==> config.mk <==
export PLATFORM = sky130hd
export DESIGN_NAME = end_screen_sequencer
export DESIGN_NICKNAME = d
export VERILOG_FILES = /design/src/rtl/end_screen_sequencer.sv
export SDC_FILE = /design/constraint.sdc
export NUM_CORES = 1
export LEC_CHECK = 0
export ABC_AREA = 1
export CORE_UTILIZATION = 45
export DETAILED_ROUTE_END_ITERATION = 8
export GPL_ROUTABILITY_DRIVEN = 0
export PLACE_DENSITY = 0.8
export SKIP_CTS_REPAIR_TIMING = 1
export SLEW_MARGIN = 20
export SYNTH_ARGS = -nofsm -noshare
export SYNTH_HDL_FRONTEND = slang
export SYNTH_SLANG_ARGS = --single-unit
==> constraint.sdc <==
create_clock -name clk -period 5.92 [get_ports clk]
set_input_delay 1.184 -clock clk [delete_from_list [all_inputs] [get_ports clk]]
set_output_delay 1.184 -clock clk [all_outputs]
set_load 0.03 [all_outputs]
==> src/rtl/end_screen_sequencer.sv <==
// end_screen_sequencer
// Selects the pixel source for the OLED driver: gameplay pixels during play,
// then end screens 1, 2 and 3 after game over, with screen 3 blinking its text
// until the player presses continue. Screen changes only happen on frame_begin,
// so a single frame never mixes two screens. The output pixel register is fed
// from the next-state mux, so oled_data switches source in the same cycle that
// screen_sel does.

module end_screen_sequencer #(
    parameter int HOLD_FRAMES  = 60,
    parameter int BLINK_FRAMES = 15
) (
    input  logic        clk,
    input  logic        reset,
    input  logic        frame_begin,
    input  logic        game_over,
    input  logic        btn_continue,
    input  logic [15:0] game_pix,
    input  logic [15:0] end_pix_1,
    input  logic [15:0] end_pix_2,
    input  logic [15:0] end_pix_3,
    output logic [15:0] oled_data,
    output logic [1:0]  screen_sel,
    output logic        end_active,
    output logic        done
);

    typedef enum logic [1:0] {
        PLAY = 2'd0,
        END1 = 2'd1,
        END2 = 2'd2,
        END3 = 2'd3
    } state_t;

    localparam logic [7:0] HOLD_LAST  = 8'(HOLD_FRAMES - 1);
    localparam logic [7:0] BLINK_LAST = 8'(BLINK_FRAMES - 1);

    state_t      state;
    state_t      state_nx;
    logic [7:0]  fcnt;
    logic [7:0]  fcnt_nx;
    logic [7:0]  bcnt;
    logic [7:0]  bcnt_nx;
    logic        phase;
    logic        phase_nx;
    logic        go_pend;
    logic        go_pend_nx;
    logic        cont_pend;
    logic        cont_pend_nx;
    logic        done_nx;
    logic [15:0] pix_nx;

    // Next-state, counter and pending-flag logic; pulses that coincide with
    // frame_begin take effect at that same frame boundary.
    always_comb begin
        state_nx     = state;
        fcnt_nx      = fcnt;
        bcnt_nx      = bcnt;
        phase_nx     = phase;
        go_pend_nx   = go_pend;
        cont_pend_nx = cont_pend;
        done_nx      = 1'b0;
        case (state)
            PLAY: begin
                if (frame_begin && (go_pend || game_over)) begin
                    state_nx   = END1;
                    fcnt_nx    = 8'd0;
                    go_pend_nx = 1'b0;
                end else if (game_over) begin
                    go_pend_nx = 1'b1;
                end
            end
            END1, END2: begin
                if (frame_begin) begin
                    if (fcnt == HOLD_LAST) begin
                        fcnt_nx = 8'd0;
                        if (state == END1) begin
                            state_nx = END2;
                        end else begin
                            state_nx = END3;
                            bcnt_nx  = 8'd0;
                            phase_nx = 1'b0;
                        end
                    end else begin
                        fcnt_nx = fcnt + 8'd1;
                    end
                end
            end
            END3: begin
                if (frame_begin && (cont_pend || btn_continue)) begin
                    state_nx     = PLAY;
                    cont_pend_nx = 1'b0;
                    done_nx      = 1'b1;
                end else begin
                    if (btn_continue) begin
                        cont_pend_nx = 1'b1;
                    end
                    if (frame_begin) begin
                        if (bcnt == BLINK_LAST) begin
                            bcnt_nx  = 8'd0;
                            phase_nx = ~phase;
                        end else begin
                            bcnt_nx = bcnt + 8'd1;
                        end
                    end
                end
            end
            default: state_nx = PLAY;
        endcase
    end

    // Pixel source mux; in the blink-on phase black text becomes white.
    always_comb begin
        pix_nx = game_pix;
        case (state_nx)
            PLAY:    pix_nx = game_pix;
            END1:    pix_nx = end_pix_1;
            END2:    pix_nx = end_pix_2;
            END3:    pix_nx = (phase_nx && end_pix_3 == 16'h0000) ? 16'hFFFF : end_pix_3;
            default: pix_nx = game_pix;
        endcase
    end

    // State, counters, flags and all registered outputs.
    always_ff @(posedge clk or posedge reset) begin
        if (reset) begin
            state      <= PLAY;
            fcnt       <= 8'd0;
            bcnt       <= 8'd0;
            phase      <= 1'b0;
            go_pend    <= 1'b0;
            cont_pend  <= 1'b0;
            oled_data  <= 16'h0000;
            screen_sel <= 2'd0;
            end_active <= 1'b0;
            done       <= 1'b0;
        end else begin
            state      <= state_nx;
            fcnt       <= fcnt_nx;
            bcnt       <= bcnt_nx;
            phase      <= phase_nx;
            go_pend    <= go_pend_nx;
            cont_pend  <= cont_pend_nx;
            oled_data  <= pix_nx;
            screen_sel <= state_nx;
            end_active <= (state_nx != PLAY);
            done       <= done_nx;
        end
    end

endmodule

=== Word-level counts from Yosys, hierarchy flattened ===
Index checks and enable logic that the tools add are counted.

* Bits in registers: 39
* Output and inout bits: 20
* Logic and storage cells: 76

* $add $sub $neg: 2
* Equal/unequal tests: 14
* Multiplexer cells: 32
* Bitwise logic cells: 1
* Reduce and logical (&&, ||, !) cells: 18

{| class="wikitable"
|+ Operators with widths
! kind !! number
|-
| $mux 8 || 9
|-
| $pmux 16 s4 || 1
|-
| $pmux 8 s2 || 2
|-
| $add 8x1->8 const B || 2
|-
| $logic_not 16->1 || 1
|-
| $mux 16 || 1
|-
| $mux 1 || 13
|-
| $ne 2x2->1 const B || 6
|-
| $reduce_bool 2->1 || 5
|-
| $eq 2x2->1 const B || 4
|-
| $eq 8x4->1 const B || 1
|-
| $eq 8x6->1 const B || 1
|-
| $mux 2 || 4
|-
| $pmux 2 s3 || 1
|-
| $reduce_and 6->1 || 1
|-
| $eq 2x1->1 const B || 2
|-
| $logic_not 2->1 || 2
|-
| $reduce_and 2->1 || 2
|-
| $logic_and 1x1->1 || 3
|-
| $reduce_and 3->1 || 1
|-
| $logic_or 1x1->1 || 2
|-
| $pmux 1 s2 || 1
|-
| $reduce_or 2->1 || 1
|-
| $not 1->1 || 1
|}

=== Longest topological paths before layout ===
* Depth in word-level cells: 8
* Mapped depth: 13
* Gate-level depth less buffers: 12

=== Worst setup path before layout ===
Ideal clock, no wire load.

* Path type: input to register
* From: input port frame_begin
* To: register oled_data[0]
* Library setup time: 0.068 ns
* Data arrival time: 2.443 ns
* Data required time: 5.852 ns
* Slack: 3.409 ns
* Cell stages on the path: 11
* Path buffers: 2
* Path through: buf_2 nand2_1 nor2_1 inv_2 o21ai_1 nor2_4 nand2_2 nor2_4 buf_2 nand2_1 nand3_1

* Word-level cells in the longest chain between the ends: 6
* Elaborated cells between the ends (all ways): 17
* Those cells by class: 3 x eq/ne; 10 x mux; 4 x reduce/logical

{| class="wikitable"
|+ RTL lines
! item !! RTL line !! text
|-
| start: declaration || 15 || <nowiki>input logic frame_begin,</nowiki>
|-
| $mux 1 / $logic_and 1x1->1 (equally long branches) || 98, 90 ||
|-
| $mux 1 || 90 || <nowiki>if (frame_begin && (cont_pend || btn_continue)) begin</nowiki>
|-
| $pmux 1 s2 || 63 || <nowiki>case (state)</nowiki>
|-
| $logic_and 1x1->1 || 119 || <nowiki>END3: pix_nx = (phase_nx && end_pix_3 == 16'h0000) ? 16'hFFFF : end_pix_3;</nowiki>
|-
| $mux 16 || 119 ||
|-
| $pmux 16 s4 * || 115 || <nowiki>case (state_nx)</nowiki>
|-
| via pix_nx[0] || 51 || <nowiki>logic [15:0] pix_nx;</nowiki>
|-
| end signal: assignment || 144 || <nowiki>oled_data <= pix_nx;</nowiki>
|-
| end: declaration || 22 || <nowiki>output logic [15:0] oled_data,</nowiki>
|}

Mark *: on every way through the listed nets, which the timed path passes. The rest lies on a longest branch.
A chain may end at the register's enable or synchronous reset.

=== Final worst setup path ===
* From: input port frame_begin
* To: register oled_data[15]

The elaborated chain is that of the path after synthesis.

==> impl_results.md <==
- Worst path required time: 6.15 ns
- Post-placement cell area: 0.003412 mm²
- Count leader, synth: nand2_1
- Synth area leader: dfrtp_1
- Startpoint Class: primary input
- Vias per cell: 4.971
- GRT Overall Usage: 23.14%
- Worst vdd ir: 191.5 µV
- Global route overflow: 0
- Worst hold margin: 0.4990 ns
- Mapped cell area: 0.002491 mm²
- CP Buf/Inv Count: 1
- Yosys top cell area share: 39.18%
- Post-synthesis sequential area ratio: 39.18%
- Worst EP arrival: 3.45 ns
- Clock Skews: 0.004723 ns
- Synth cell count leaders: nand2_1 (94), inv_1 (62), nand3_1 (48)
- Compound-Gate Fraction of Synth Area: 7.885%
- Clock Path Buffers: 2
- Worst-path cell chain: clkdlybuf4s50_1 > nand2_1 > nand2_1 > nor2_1 > nor2_4 > nand2_2 > nor2_4 > nand2_1 > nand3_1
- Max-Cap Viols: 0
- Crit-path slowest cell: clkdlybuf4s50_1
- FMAX: 310.2 MHz
- Total CTS buffers: 5
- Finished Core Util: 67.81%
- Final ANT Viol Nets: 0
- Via count: 2565
- Primary FF master, synth: dfrtp_1
- Synth-to-layout area growth: 41.69%
- Hold Crit Class: flip-flop to flip-flop
- Yosys warns: 0
- Unrepaired setup endpoints after global routing: no
- Final Critical Period: 3.224 ns
- Setup violators final: 0
- Initial DRT Pass Iterations: 4
- Fin. Hold Viols: 0
- Hpwl dp: 5.046 mm
- Largest net degree at the start of global routing: 40
- #FFs+latches synth: 39
- Critical path's top delay family: simple AND/OR/NAND/NOR gates
- Largest fanout on the critical path: 18
- Post-synthesis async set-or-reset flop share: 100.0%
- Final WL: 6.483 mm
- Initial DRC count: 135
- Leakage power: 1.679 nW
- Crit path capture type: flip-flop
- Nets: 520
- Slew at the pin closest to its max-slew limit: 0.8057 ns
- First-pass GRT wire length: 10.67 mm
- Reg clk slew, reported paths: 0.07 ns
- Mapped Nets: 434
- Share of cells above drive strength 1: 4.709%
- Number of diodes: 0
- Post-synthesis adder-cell area fraction: 3.014%
- Number of I/O pins: 89
- Port buffer count: 88
- Slowest stage delay, CP: 0.62 ns
- DIE WIDTH: 76.41 µm
- Final Max Slew Viols: 0
- Power per Cell Area: 392.9 mW/mm²
- Clock latency on the worst-skew pair: 0.29 ns
- Total negative slack: 0 ns
- CTS tree: yes
- Overall Power: 1.387 mW
- Post-synthesis simple-gate area fraction: 37.62%
- Crit path top cell by count: nand2_1
- Synth area leaders: dfrtp_1 (39%), nand2_1 (14%), nand3_1 (9.6%), inv_1 (9.3%), nand4_1 (4.5%)
- Mux cell area share after synthesis: 0%
- Status: complete, no violations
- Die area: 0.005838 mm²
- Clk root buf: clkbuf_8
- Post-synth EDFFs: 0
- Post-synth cell types: 30
- Largest family of logic cells by synthesized area: simple AND/OR/NAND/NOR gates
- Post-Layout Inst Area: 0.003530 mm²
- CTS sink cnt: 39
- FP Rows: 26
- CTS H-Tree Depth: 2
- Mapped Avg Cell Area: 6.939 µm²
- Critical path type: primary input to flip-flop
- Area of the core: 0.005205 mm²
- Initial Utilization: 47.86%
- Post-Synth XOR/XNOR Area: 0.3516%
- Ratio of final minimum period to clock period: 54.46%
- Initial antenna violation count: 0
- Routed len/inst: 12.56 µm
- Die Ht: 76.41 µm
- Vias in the first global route: 2382
- Cell count after synthesis: 359
- Remaining DRCs: 0
- Relative slew slack: 46.05%
==> state kept, by name, indices dropped and copies added, names as in the netlist <==
signal	flops
oled_data	16
bcnt	8
fcnt	8
state	2
cont_pend	1
done	1
end_active	1
go_pend	1
phase	1
==> final timing paths <==
check | from | end | slack (ns) | cells after the start
setup / recovery | frame_begin | oled_data[15] | 2.70 | 9
hold / removal | fcnt[7] | fcnt[7] | 0.50 | 1
setup reg to reg | state[0] | oled_data[15] | 3.34 | 11
hold reg to reg | fcnt[7] | fcnt[7] | 0.50 | 1
max in group asynchronous | reset | fcnt[2] | 4.26 | 3
min in group asynchronous | reset | bcnt[7] | 1.31 | 3
==> area by class of cell <==
class	count	area (µm²)
clock inverter	2	35.03
fill	431	1675
multi-input combinational	246	1217
clock buffer	6	82.58
timing repair buffer	89	888.4
sequential	39	975.9
inverter	64	242.7
tap	70	87.58
==> logic make-up (layout without fill, tap and decap cells) <==
group,Yosys count,after routing
AO/OA/AOI/OAI,32,32
XOR/XNOR,1,1
adder cells (fa/ha/maj),6,6
buffers and inverters,74,161
flip-flops,39,39
AND/OR/NAND/NOR,207,207
==> cells in the final DEF, fill, tap and decap left out, types with 2 or more instances in the layout <==
cell,n
a21oi_1,10
nor2_4,2
clkbuf_8,6
nor2_1,28
ha_1,6
a21oi_4,2
nand2_2,3
nand3_1,48
clkdlybuf4s50_1,88
inv_1,62
o21a_1,3
nor3_1,8
nand2_1,94
nand4_1,18
o21ai_0,12
o21ai_1,2
nor4_1,2
dfrtp_1,39
==> worst reg2reg max path, stage by stage (launching register included) <==
cell and delay [ns]:
dfrtp_1 0.44, inv_1 0.10, ha_1 0.29, nand2_1 0.09, nor2_1 0.07, inv_2 0.06
o21ai_1 0.09, nor2_4 0.39, nand2_2 0.33, nor2_4 0.43, nand2_1 0.11, nand3_1 0.11
==> per-layer routing <==
layer  up-vias  global-route usage [%]  wire length [µm]
met5         -                       0                 0
met4         0                   10.58               174
met3        14                   5.150               378
met2        94                   36.22              3050
met1      1138                   30.39              2878
li1       1319                       -                 -
==> power by group <==
group | switching (mW) | total, mW | leakage (nW) | internal (mW)
Combinational | 0.466 | 0.741 | 1.12 | 0.275
Sequential | 0.0520 | 0.416 | 0.496 | 0.364
Clock | 0.0930 | 0.229 | 0.0612 | 0.136
Total | 0.611 | 1.39 | 1.68 | 0.776
==> metrics by stage <==
stage,setup WS (ns),std cells
finish,2.696,516
global placement,2.533,508
floorplan,3.409,359
detailed placement,2.424,508
CTS,2.737,516
global route,2.512,516
No activity file was read; power rests on OpenSTA's default activity.
